$ cat config.mk
export PLATFORM = sky130hd
export DESIGN_NAME = ttl_reg_bank
export DESIGN_NICKNAME = d
export VERILOG_FILES = /design/src/rtl/ttl_pkg.sv /design/src/rtl/ttl_reg_cell.sv /design/src/rtl/ttl_reg_bank.sv
export SDC_FILE = /design/constraint.sdc
export NUM_CORES = 1
export LEC_CHECK = 0
export CAP_MARGIN = 40
export CORE_ASPECT_RATIO = 0.8
export CORE_MARGIN = 2
export CORE_UTILIZATION = 53
export DETAILED_ROUTE_END_ITERATION = 10
export PLACE_DENSITY = 0.88
export RECOVER_POWER = 100
export SYNTH_ARGS = -nofsm -noshare
export SYNTH_HDL_FRONTEND = slang
export SYNTH_SLANG_ARGS = --single-unit
$ cat constraint.sdc
create_clock -name Clk -period 5.3 [get_ports Clk]
set_input_delay 1.06 -clock Clk [delete_from_list [all_inputs] [get_ports Clk]]
set_output_delay 1.06 -clock Clk [all_outputs]
set_load 0.01 [all_outputs]
$ cat src/rtl/ttl_pkg.sv
// ============================================================================
// Module  : ttl_pkg
// Purpose : Shared operation encodings for the TTL-style register bank.
// Revision: 1.0
// ============================================================================
`default_nettype none

package ttl_pkg;

    typedef enum logic [1:0] {
        MODE_LOAD       = 2'b00,
        MODE_SHIFT_UP   = 2'b01,
        MODE_SHIFT_DOWN = 2'b10,
        MODE_CLEAR      = 2'b11
    } mode_e;

endpackage

`default_nettype wire

$ cat src/rtl/ttl_reg_cell.sv
// ============================================================================
// Module  : ttl_reg_cell
// Purpose : One channel register with async clear, next-value mux and a
//           registered change flag.
// Revision: 1.0
// ============================================================================
`default_nettype none

module ttl_reg_cell
    import ttl_pkg::*;
#(
    parameter int WIDTH = 8
) (
    input  logic             clk,
    input  logic             reset_bar,
    input  logic [1:0]       mode,
    input  logic             enable_bar,
    input  logic [WIDTH-1:0] load_value,
    input  logic [WIDTH-1:0] shift_value,
    output logic [WIDTH-1:0] q,
    output logic             changed
);

    logic [WIDTH-1:0] r_q;
    logic             r_changed;
    logic [WIDTH-1:0] w_next;

    always_comb begin
        w_next = r_q;
        case (mode_e'(mode))
            MODE_LOAD:       if (!enable_bar) w_next = load_value;
            MODE_SHIFT_UP:   w_next = shift_value;
            MODE_SHIFT_DOWN: w_next = shift_value;
            MODE_CLEAR:      if (!enable_bar) w_next = '0;
            default:         w_next = r_q;
        endcase
    end

    // Flag compares against the held value, so rewriting identical data stays quiet.
    always_ff @(posedge clk or negedge reset_bar) begin
        if (!reset_bar) begin
            r_q       <= '0;
            r_changed <= 1'b0;
        end else begin
            r_q       <= w_next;
            r_changed <= (w_next != r_q);
        end
    end

    assign q       = r_q;
    assign changed = r_changed;

endmodule

`default_nettype wire

$ cat src/rtl/ttl_reg_bank.sv
// ============================================================================
// Module  : ttl_reg_bank
// Purpose : Multi-channel register bank with parallel load, word-wide shift
//           up/down, per-channel clear and per-channel change flags.
// Revision: 1.0
// ============================================================================
`default_nettype none

module ttl_reg_bank
    import ttl_pkg::*;
#(
    parameter int WIDTH      = 8,
    parameter int CHANNELS   = 4,
    parameter int DELAY_RISE = 0,
    parameter int DELAY_FALL = 0
) (
    input  logic                      Clk,
    input  logic                      Reset_bar,
    input  logic [CHANNELS-1:0]       Enable_bar,
    input  logic [1:0]                Mode,
    input  logic [CHANNELS*WIDTH-1:0] D,
    input  logic [WIDTH-1:0]          Serial_in,
    output logic [CHANNELS*WIDTH-1:0] Q,
    output logic [WIDTH-1:0]          Serial_out_hi,
    output logic [WIDTH-1:0]          Serial_out_lo,
    output logic [CHANNELS-1:0]       Changed
);

    // Output delays are a simulation-model notion; this synthesizable view is zero-delay.
    if (WIDTH < 1 || CHANNELS < 1 || DELAY_RISE < 0 || DELAY_FALL < 0) begin : g_bad_params
    end

    logic [CHANNELS*WIDTH-1:0] w_q;
    logic                      w_shift_down;

    assign w_shift_down = (Mode == MODE_SHIFT_DOWN);

    for (genvar i = 0; i < CHANNELS; i++) begin : g_chan
        logic [WIDTH-1:0] w_from_below;
        logic [WIDTH-1:0] w_from_above;
        logic [WIDTH-1:0] w_shift;

        // Neighbours come from the registered bus, so a shift never ripples.
        if (i == 0) begin : g_bottom
            assign w_from_below = Serial_in;
        end else begin : g_below
            assign w_from_below = w_q[(i-1)*WIDTH +: WIDTH];
        end

        if (i == CHANNELS - 1) begin : g_top
            assign w_from_above = Serial_in;
        end else begin : g_above
            assign w_from_above = w_q[(i+1)*WIDTH +: WIDTH];
        end

        assign w_shift = w_shift_down ? w_from_above : w_from_below;

        ttl_reg_cell #(
            .WIDTH(WIDTH)
        ) u_cell (
            .clk        (Clk),
            .reset_bar  (Reset_bar),
            .mode       (Mode),
            .enable_bar (Enable_bar[i]),
            .load_value (D[i*WIDTH +: WIDTH]),
            .shift_value(w_shift),
            .q          (w_q[i*WIDTH +: WIDTH]),
            .changed    (Changed[i])
        );
    end

    assign Q             = w_q;
    assign Serial_out_hi = w_q[(CHANNELS-1)*WIDTH +: WIDTH];
    assign Serial_out_lo = w_q[0 +: WIDTH];

endmodule

`default_nettype wire

==> summary.txt, run 1 <==
Outcome
  • Result of the run: finished with violations
  • Failing checks: capacitance limit, slew limit

Worst setup path
  • Reg2Reg Launch Point: g_chan[2].u_cell.q[5]$_DFF_PN0_
  • Data arrival time at the worst-slack endpoint: 4.60 ns
  • Path depth of the worst reg2reg path: 5
  • R2R Path End: g_chan[3].u_cell.changed$_DFF_PN0_
  • Req. time, crit path: between 5 and 6 ns
  • CP endpoint kind: register
  • Worst-path fanout max: 37
  • Crit start category: primary input
  • Critical path class: primary input to register
  • Register-to-Register Setup Slack: around 3.1 ns

STA
  • Minimum clock period after layout: between 4 and 5 ns
  • Final hold violation count: 0
  • Number of pins with negative max-slew slack in the final report: 37
  • Maximum clock frequency: around 0.22 GHz
  • Tightest Pin Transition: roughly 2.0 ns
  • Max Clock Skew: 0.01099 ns
  • Relative max-transition margin: -0.3644
  • Share of the clock period used by the worst path: 0.8411
  • Final Hold Slack: around 0.65 ns
  • PnR worst setup slack: 0.8420 ns
  • Setup repair after global routing missed its margin: false
  • Endpoints failing setup: 0
  • Final sum of negative setup slack: 0 ns

Synthesis
  • Number of enable flip-flop cells after synthesis: 0
  • Avg Inst Size Synth: 8.636 um2
  • Post-synthesis instance total: slightly above 400
  • Yosys reg bits: 36
  • Number of warnings reported in the yosys synthesis log: 0
  • Share of synthesized area occupied by flip-flops and latches: 0.2557
  • Synth Net Count: between 400 and 500
  • Mapped Area: 3523 um2
  • Number of distinct standard cells referenced by the synthesized netlist: 59
  • Share of synthesized registers carrying an async set or reset: 1.000
  • Primary FF master, synth: sky130_fd_sc_hd__dfrtp_1

Pwr
  • Switching power: just under 0.4 mW
  • Clock power share: 0.249
  • Sequential share of power: 0.356
  • Internal: just over 0.7 mW
  • Combinational fraction of design power: 0.395
  • Worst-case vdd ir drop: 0.1137 mV
  • Switching share of power: 0.3570
  • Leakage: 1.900 nW
  • Pwr per Cell Area: 247.1 nW/um2

Clock tree
  • Maximum level of the CTS H-tree: 2
  • Clock transition at the register clock pins on the worst setup and hold paths after CTS: approximately 0.08 ns
  • CTS buffer count: 5
  • Clock Latency Late Sink: about 0.30 ns
  • TritonCTS clock tree: built
  • Clock Sinks: 36
  • Number of buffers added to fix hold violations after cts: 0
  • Clk root buf: sky130_fd_sc_hd__clkbuf_8
  • # resized after CTS: 0
  • Post-CTS repair timing setup buffer count: 0
  • Buffer depth of the longest clock path: 2

Route
  • Vias after detailed routing: roughly 3,600
  • Detailed Routing Iterations Pass 1: 5
  • Wire length per cell: 19.14 um
  • DR iter-0 viols: around 400
  • Total wirelength of the detailed-routed design: around 11 mm
  • Number of routed nets with antenna violations: 0
  • Vias per Instance: ~6.5
  • DRC violations left: 0

Floorplan
  • Total number of placement rows: 26
  • Die Area: approximately 7300 um2
  • Chip Height: 76.93 um
  • Initial cell density of the core: 0.5498
  • Die width: between 90 and 100 um
  • Placeable core region: approximately 6400 um2
  • Total I/O pin count: 100

Place
  • Placed inst area: around 4300 um2
  • Buffers on Ports: about 100
  • HPWL after DPL: approximately 7.8 mm
  • Pre-CTS setup slack: ~1.3 ns
  • Last weighted congestion value of the routability-driven placer: between 0.9 and 1

Hold path
  • Critical hold path startpoint: g_chan[1].u_cell.q[6]$_DFF_PN0_
  • End point of the most critical hold path: g_chan[1].u_cell.q[6]$_DFF_PN0_
  • Cell depth of the worst hold path: 2
  • Class of the tightest hold or removal check: register to register

Cells and area
  • Post-route cell area: 4443 um2
  • Final nets: 520
  • Highest-count cells in the layout ignoring fill and taps: 54 x sky130_fd_sc_hd__dlygate4sd3_1, 51 x sky130_fd_sc_hd__nand2_1, 46 x sky130_fd_sc_hd__mux2_2
  • Most common library cell in the layout ignoring fill and taps: sky130_fd_sc_hd__dlygate4sd3_1
  • Fraction of layout instances using a drive strength above 1: 0.1279
  • Ant. Diodes: 0
  • Multi-input gate area in the final layout: 2233 um2
  • Synthesis-to-layout area growth: 26.10%
  • Sequential Area: approximately 900 um2
  • Number of filler cells placed in the layout: 511

GRT
  • Via count of the first global-routing pass: about 3,500
  • GRT Total Usage: 0.2951
  • Pin count of the biggest net entering global routing: 38
  • Wire length of the first global-routing pass: around 17 mm
  • Global-route congestion overflow total: 0
  • Number of antenna violations at the first check in global routing: 0

Job
  • MaxCap Viol Count: 1
[cells by family after synthesis]
family,Yosys count,synth area share
fa+ha+maj,4,0.01421
xor+xnor,15,0.03729
buf+inv,68,0.1097
mux,61,0.1900
simple gates,111,0.1545
compound gates,113,0.2386
flops,36,0.2557
[critical path: stages]
cell	delay (ns)
sky130_fd_sc_hd__dlygate4sd3_1	0.59
sky130_fd_sc_hd__inv_1	0.08
sky130_fd_sc_hd__ha_1	0.97
sky130_fd_sc_hd__and2b_1	0.55
sky130_fd_sc_hd__a222oi_1	0.60
sky130_fd_sc_hd__xnor2_1	0.13
sky130_fd_sc_hd__a2111oi_0	0.42
sky130_fd_sc_hd__nand4_1	0.19
[cell usage after synthesis (3+ instances only)]
cell | count | area, um2
sky130_fd_sc_hd__buf_6 | 4 | 45.04
sky130_fd_sc_hd__nor2b_1 | 13 | 81.33
sky130_fd_sc_hd__nand3b_1 | 5 | 37.54
sky130_fd_sc_hd__o21a_1 | 4 | 30.03
sky130_fd_sc_hd__nand2b_1 | 5 | 31.28
sky130_fd_sc_hd__ha_1 | 4 | 50.05
sky130_fd_sc_hd__nor3_1 | 6 | 30.03
sky130_fd_sc_hd__buf_1 | 4 | 15.01
sky130_fd_sc_hd__mux2i_1 | 14 | 140.1
sky130_fd_sc_hd__buf_2 | 4 | 20.02
sky130_fd_sc_hd__and2_1 | 4 | 25.02
sky130_fd_sc_hd__xor2_1 | 7 | 61.31
sky130_fd_sc_hd__o41ai_1 | 4 | 35.03
sky130_fd_sc_hd__o2111ai_1 | 3 | 26.28
sky130_fd_sc_hd__dfrtp_1 | 36 | 900.9
sky130_fd_sc_hd__clkbuf_1 | 10 | 37.54
sky130_fd_sc_hd__nand2_1 | 51 | 191.4
sky130_fd_sc_hd__a21oi_1 | 9 | 45.04
sky130_fd_sc_hd__o21ai_0 | 25 | 125.1
sky130_fd_sc_hd__xnor2_1 | 8 | 70.07
sky130_fd_sc_hd__inv_1 | 19 | 71.32
sky130_fd_sc_hd__buf_4 | 25 | 187.7
sky130_fd_sc_hd__o221ai_1 | 7 | 61.31
sky130_fd_sc_hd__mux2_2 | 47 | 529.3
sky130_fd_sc_hd__a22oi_1 | 21 | 157.7
sky130_fd_sc_hd__nor2_1 | 13 | 48.80
sky130_fd_sc_hd__a222oi_1 | 5 | 50.05
sky130_fd_sc_hd__nand3_1 | 4 | 20.02
sky130_fd_sc_hd__o211ai_1 | 3 | 22.52
[worst max path at each step]
stage          startpoint                                  to
3_5_place_dp      Mode[1]  g_chan[3].u_cell.changed$_DFF_PN0_
5_1_grt           Mode[1]  g_chan[0].u_cell.changed$_DFF_PN0_
4_1_cts           Mode[0]  g_chan[3].u_cell.changed$_DFF_PN0_
6_report          Mode[1]  g_chan[0].u_cell.changed$_DFF_PN0_
2_1_floorplan     Mode[0]  g_chan[3].u_cell.changed$_DFF_PN0_
3_3_place_gp      Mode[0]  g_chan[3].u_cell.changed$_DFF_PN0_
[power groups by stage]
stage / clock network [mW] / logic [mW] / registers [mW]
floorplan: 0 / 0.277 / 0.380
global placement: 0 / 0.437 / 0.391
detailed placement: 0 / 0.449 / 0.393
CTS: 0.276 / 0.452 / 0.388
global route: 0.289 / 0.471 / 0.396
finish: 0.274 / 0.434 / 0.391
[state kept, by name, indices dropped and copies added (netlist names)]
register,cells
g_chan.u_cell.changed,4
g_chan.u_cell.q,32
[through the flow]
stage,power (mW),cells,util
after floorplan,0.6567,408,-
after CTS,1.116,553,0.6952
after global placement,0.8286,545,0.6755
after detailed placement,0.8417,545,0.6755
final,1.098,553,0.6933
after global routing,1.155,553,0.6933
[final cells by class]
type,instances,area share
clock buffers,7,0.02168
clock inverters,1,0.006759
inverters,19,0.01605
multi-input cells,304,0.5027
flip-flops and latches,36,0.2028
well taps,84,0.02366
repair buffers,102,0.2264
[metal layers]
layer	GRT usage	up-vias	routed length [um]
met5	0	-	0
met4	0.09130	0	261
met3	0.07466	36	1155
met2	0.4585	233	4851
met1	0.4012	1697	4316
li1	-	1603	-
No activity file was read; power rests on OpenSTA's default activity.
==> run 2: changes to the inputs <==
- CORE_UTILIZATION: 53 -> 49
- PLACE_DENSITY: 0.88 -> 0.82
- clock period: 5.3 -> 4.3 ns (I/O delays scaled with it)
==> run 2 against run 1 <==
Effect of this change: the flow still finishes with violations (capacitance limit, slew limit); sequential power is 23% higher; first-iteration DRC count down 30%; setup slack got worse by 0.28 ns; critical path depth stayed put.
==> summary.txt, run 2 (synthesis gave the netlist of run 1 again) <==
Cells and area
  • Most common library cell in the layout ignoring fill and taps: sky130_fd_sc_hd__dlygate4sd3_1 (unchanged)
  • Number of flip-flops in the largest register: 32 (unchanged)
  • Ant. Diodes: 0 (unchanged)
  • Fraction of layout instances using a drive strength above 1: 0.1311 (was 0.1279)
  • Final nets: 524 (was 520)
  • Synthesis-to-layout area growth: 25.96% (was 26.10%)
  • Highest-count cells in the layout ignoring fill and taps: 54 x sky130_fd_sc_hd__dlygate4sd3_1, 51 x sky130_fd_sc_hd__nand2_1, 45 x sky130_fd_sc_hd__clkdlybuf4s50_1 (was 54 x sky130_fd_sc_hd__dlygate4sd3_1, 51 x sky130_fd_sc_hd__nand2_1, 46 x sky130_fd_sc_hd__mux2_2)

Worst setup path
  • CP endpoint kind: register (unchanged)
  • Slowest Stage Delay on Critical Path: 0.72 ns (was 0.97 ns)
  • Reg2Reg Launch Point: g_chan[2].u_cell.q[5]$_DFF_PN0_ (unchanged)
  • Slowest stage cell, crit path: sky130_fd_sc_hd__ha_1 (unchanged)
  • R2R Path End: g_chan[3].u_cell.changed$_DFF_PN0_ (unchanged)
  • Startpoint of the worst setup timing path: Mode[0] (was Mode[1])
  • Kind of cell adding the most delay to the critical path: simple AND/OR/NAND/NOR gates (was compound AO/OA/AOI/OAI gates)
  • CP Cell Sequence: dlygate4sd3_1 -> inv_1 -> ha_1 -> nand2b_1 -> o221ai_1 -> xor2_1 -> or4_1 -> or4_1 (was dlygate4sd3_1 -> inv_1 -> ha_1 -> and2b_1 -> a222oi_1 -> xnor2_1 -> a2111oi_0 -> nand4_1)
  • Path depth of the worst reg2reg path: 5 (unchanged)
  • Worst-path fanout max: 25 (was 37)
  • Req. time, crit path: 4.47 ns (was 5.44 ns)
  • Crit path to: g_chan[3].u_cell.changed$_DFF_PN0_ (was g_chan[0].u_cell.changed$_DFF_PN0_)
  • Register-to-Register Setup Slack: 2.17 ns (was 3.14 ns)
  • Data arrival time at the worst-slack endpoint: 3.91 ns (was 4.60 ns)
  • WP depth: 8 (unchanged)
  • Cell occurring most often along the worst timing path: sky130_fd_sc_hd__or4_1
  • Crit start category: primary input (unchanged)
  • Critical path class: primary input to register (unchanged)
  • Buffers plus inverters on the worst setup path: 2 (unchanged)

Outcome
  • Result of the run: finished with violations (unchanged)
  • Failing checks: capacitance limit, slew limit (unchanged)

Clock tree
  • Buffer depth of the longest clock path: 2 (unchanged)
  • Clock transition at the register clock pins on the worst setup and hold paths after CTS: 0.08 ns (about the same)
  • Clk root buf: sky130_fd_sc_hd__clkbuf_8 (unchanged)
  • Number of buffers added to fix hold violations after cts: 0 (unchanged)
  • Post-CTS repair timing setup buffer count: 0 (unchanged)
  • # resized after CTS: 0 (unchanged)
  • Clock Sinks: 36 (unchanged)
  • Clock Latency Late Sink: 0.30 ns (about the same)
  • Maximum level of the CTS H-tree: 2 (unchanged)
  • CTS buffer count: 5 (unchanged)
  • TritonCTS clock tree: built (unchanged)

Floorplan
  • Placeable core region: 6925 um2 (was 6409 um2)
  • Chip Height: 79.85 um (was 76.93 um)
  • Total I/O pin count: 100 (unchanged)
  • Die width: 98.81 um (was 95.16 um)
  • Total number of placement rows: 27 (was 26)
  • Initial cell density of the core: 0.5088 (was 0.5498)
  • Die Area: 7889 um2 (was 7320 um2)

Route
  • DRC violations left: 0 (unchanged)
  • Total wirelength of the detailed-routed design: 10.49 mm (was 10.59 mm)
  • Wire length per cell: 18.74 um (was 19.14 um)
  • Vias after detailed routing: 3,484 (was 3,569)
  • Detailed Routing Iterations Pass 1: 5 (unchanged)
  • Vias per Instance: 6.221 (was 6.454)
  • Number of routed nets with antenna violations: 0 (unchanged)
  • DR iter-0 viols: 276 (was 392)

Pwr
  • Post-route total power: 1.275 mW (was 1.098 mW)
  • Pwr per Cell Area: 287.2 nW/um2 (was 247.1 nW/um2)
  • Clock power share: 0.205 (was 0.249)
  • Sequential share of power: 0.376 (was 0.356)
  • Leakage: 1.904 nW (was 1.900 nW)
  • Combinational fraction of design power: 0.420 (was 0.395)
  • Switching share of power: 0.3763 (was 0.3570)
  • Internal: 0.7950 mW (was 0.7060 mW)
  • Worst-case vdd ir drop: 0.1367 mV (was 0.1137 mV)
  • Switching power: 0.4796 mW (was 0.3920 mW)

Hold path
  • Class of the tightest hold or removal check: register to register (unchanged)

GRT
  • Number of antenna violations at the first check in global routing: 0 (unchanged)
  • Via count of the first global-routing pass: 3,371 (was 3,531)
  • Global-route congestion overflow total: 0 (unchanged)
  • Wire length of the first global-routing pass: 17.07 mm (was 17.43 mm)
  • GRT Total Usage: 0.2678 (was 0.2951)
  • Pin count of the biggest net entering global routing: 37 (was 38)

Place
  • Buffers on Ports: 99 (unchanged)
  • Last weighted congestion value of the routability-driven placer: 0.8984 (was 0.9348)
  • HPWL after DPL: 7.833 mm (was 7.776 mm)

STA
  • Final hold violation count: 0 (unchanged)
  • Endpoints failing setup: 0 (unchanged)
  • Tightest Pin Transition: 2.118 ns (was 2.047 ns)
  • Max Clock Skew: 0.006591 ns (was 0.01099 ns)
  • Minimum clock period after layout: 3.738 ns
  • Setup repair after global routing missed its margin: false (unchanged)
  • Maximum clock frequency: approximately 0.27 GHz
  • Relative max-transition margin: -0.4120 (was -0.3644)
  • Share of the clock period used by the worst path: 0.8692
  • Number of pins with negative max-slew slack in the final report: 37 (unchanged)
  • Final sum of negative setup slack: 0 ns (unchanged)

Job
  • MaxCap Viol Count: 1 (unchanged)
==> run 2: cell count changes in the layout (fill, tap and decap cells not counted), sizes merged <==
cell / delta
buf: +4
bufinv: -1
clkbuf: -1
clkinv: +2
==> run 2: final cells by class <==
class	count	area (um2)
Fill cell	599	2487
Inverter	19	71.32
Sequential cell	36	900.9
Clock buffer	6	82.58
Tap cell	87	108.9
Timing Repair Buffer	106	1036
Clock inverter	2	10.01
Multi-Input combinational cell	304	2228
==> run 2: worst min path at each step <==
stage,startpoint,endpoint,slack (ns),depth (start not counted)
CTS,g_chan[1].u_cell.q[6]$_DFF_PN0_,g_chan[1].u_cell.q[6]$_DFF_PN0_,0.64,2
global route,g_chan[1].u_cell.q[6]$_DFF_PN0_,g_chan[1].u_cell.q[6]$_DFF_PN0_,0.69,2
global placement,g_chan[1].u_cell.q[6]$_DFF_PN0_,g_chan[1].u_cell.q[6]$_DFF_PN0_,0.63,2
detailed placement,g_chan[1].u_cell.q[6]$_DFF_PN0_,g_chan[1].u_cell.q[6]$_DFF_PN0_,0.63,2
floorplan,Reset_bar,g_chan[0].u_cell.changed$_DFF_PN0_,0.56,0
finish,g_chan[1].u_cell.q[6]$_DFF_PN0_,g_chan[1].u_cell.q[6]$_DFF_PN0_,0.64,2
==> run 2: stage by stage <==
step	hold slack (ns)	util	worst slack (ns)	instances	area, um2
floorplan	0.5644	-	1.516	408	3523
global placement	0.6253	0.6300	0.6594	552	4363
detailed placement	0.6287	0.6300	0.5410	552	4363
CTS	0.6420	0.6434	0.8536	560	4456
global route	0.6894	0.6408	0.3545	560	4438
finish	0.6410	0.6408	0.5624	560	4438
==> run 2: metal layers <==
| metal | global-route usage | wire length (um) |
|---|---|---|
| met1 | 0.3762 | 4780 |
| met2 | 0.4196 | 4669 |
| met3 | 0.05342 | 884 |
| met4 | 0.07397 | 158 |
| met5 | 0 | 0 |
==> run 2: power groups by stage <==
stage	registers, mW	clock network [mW]	logic [mW]
after floorplan	0.468	0	0.341
after global placement	0.481	0	0.546
after detailed placement	0.484	0	0.558
after CTS	0.478	0.261	0.561
after global routing	0.488	0.276	0.579
final	0.479	0.261	0.535
==> run 2: tightest hold or removal path: cells and delay by family (launching register included) <==
kind             cells  cell delay (ns)
AO/OA/AOI/OAI        1             0.06
flip-flops           1             0.46
AND/OR/NAND/NOR      1             0.09
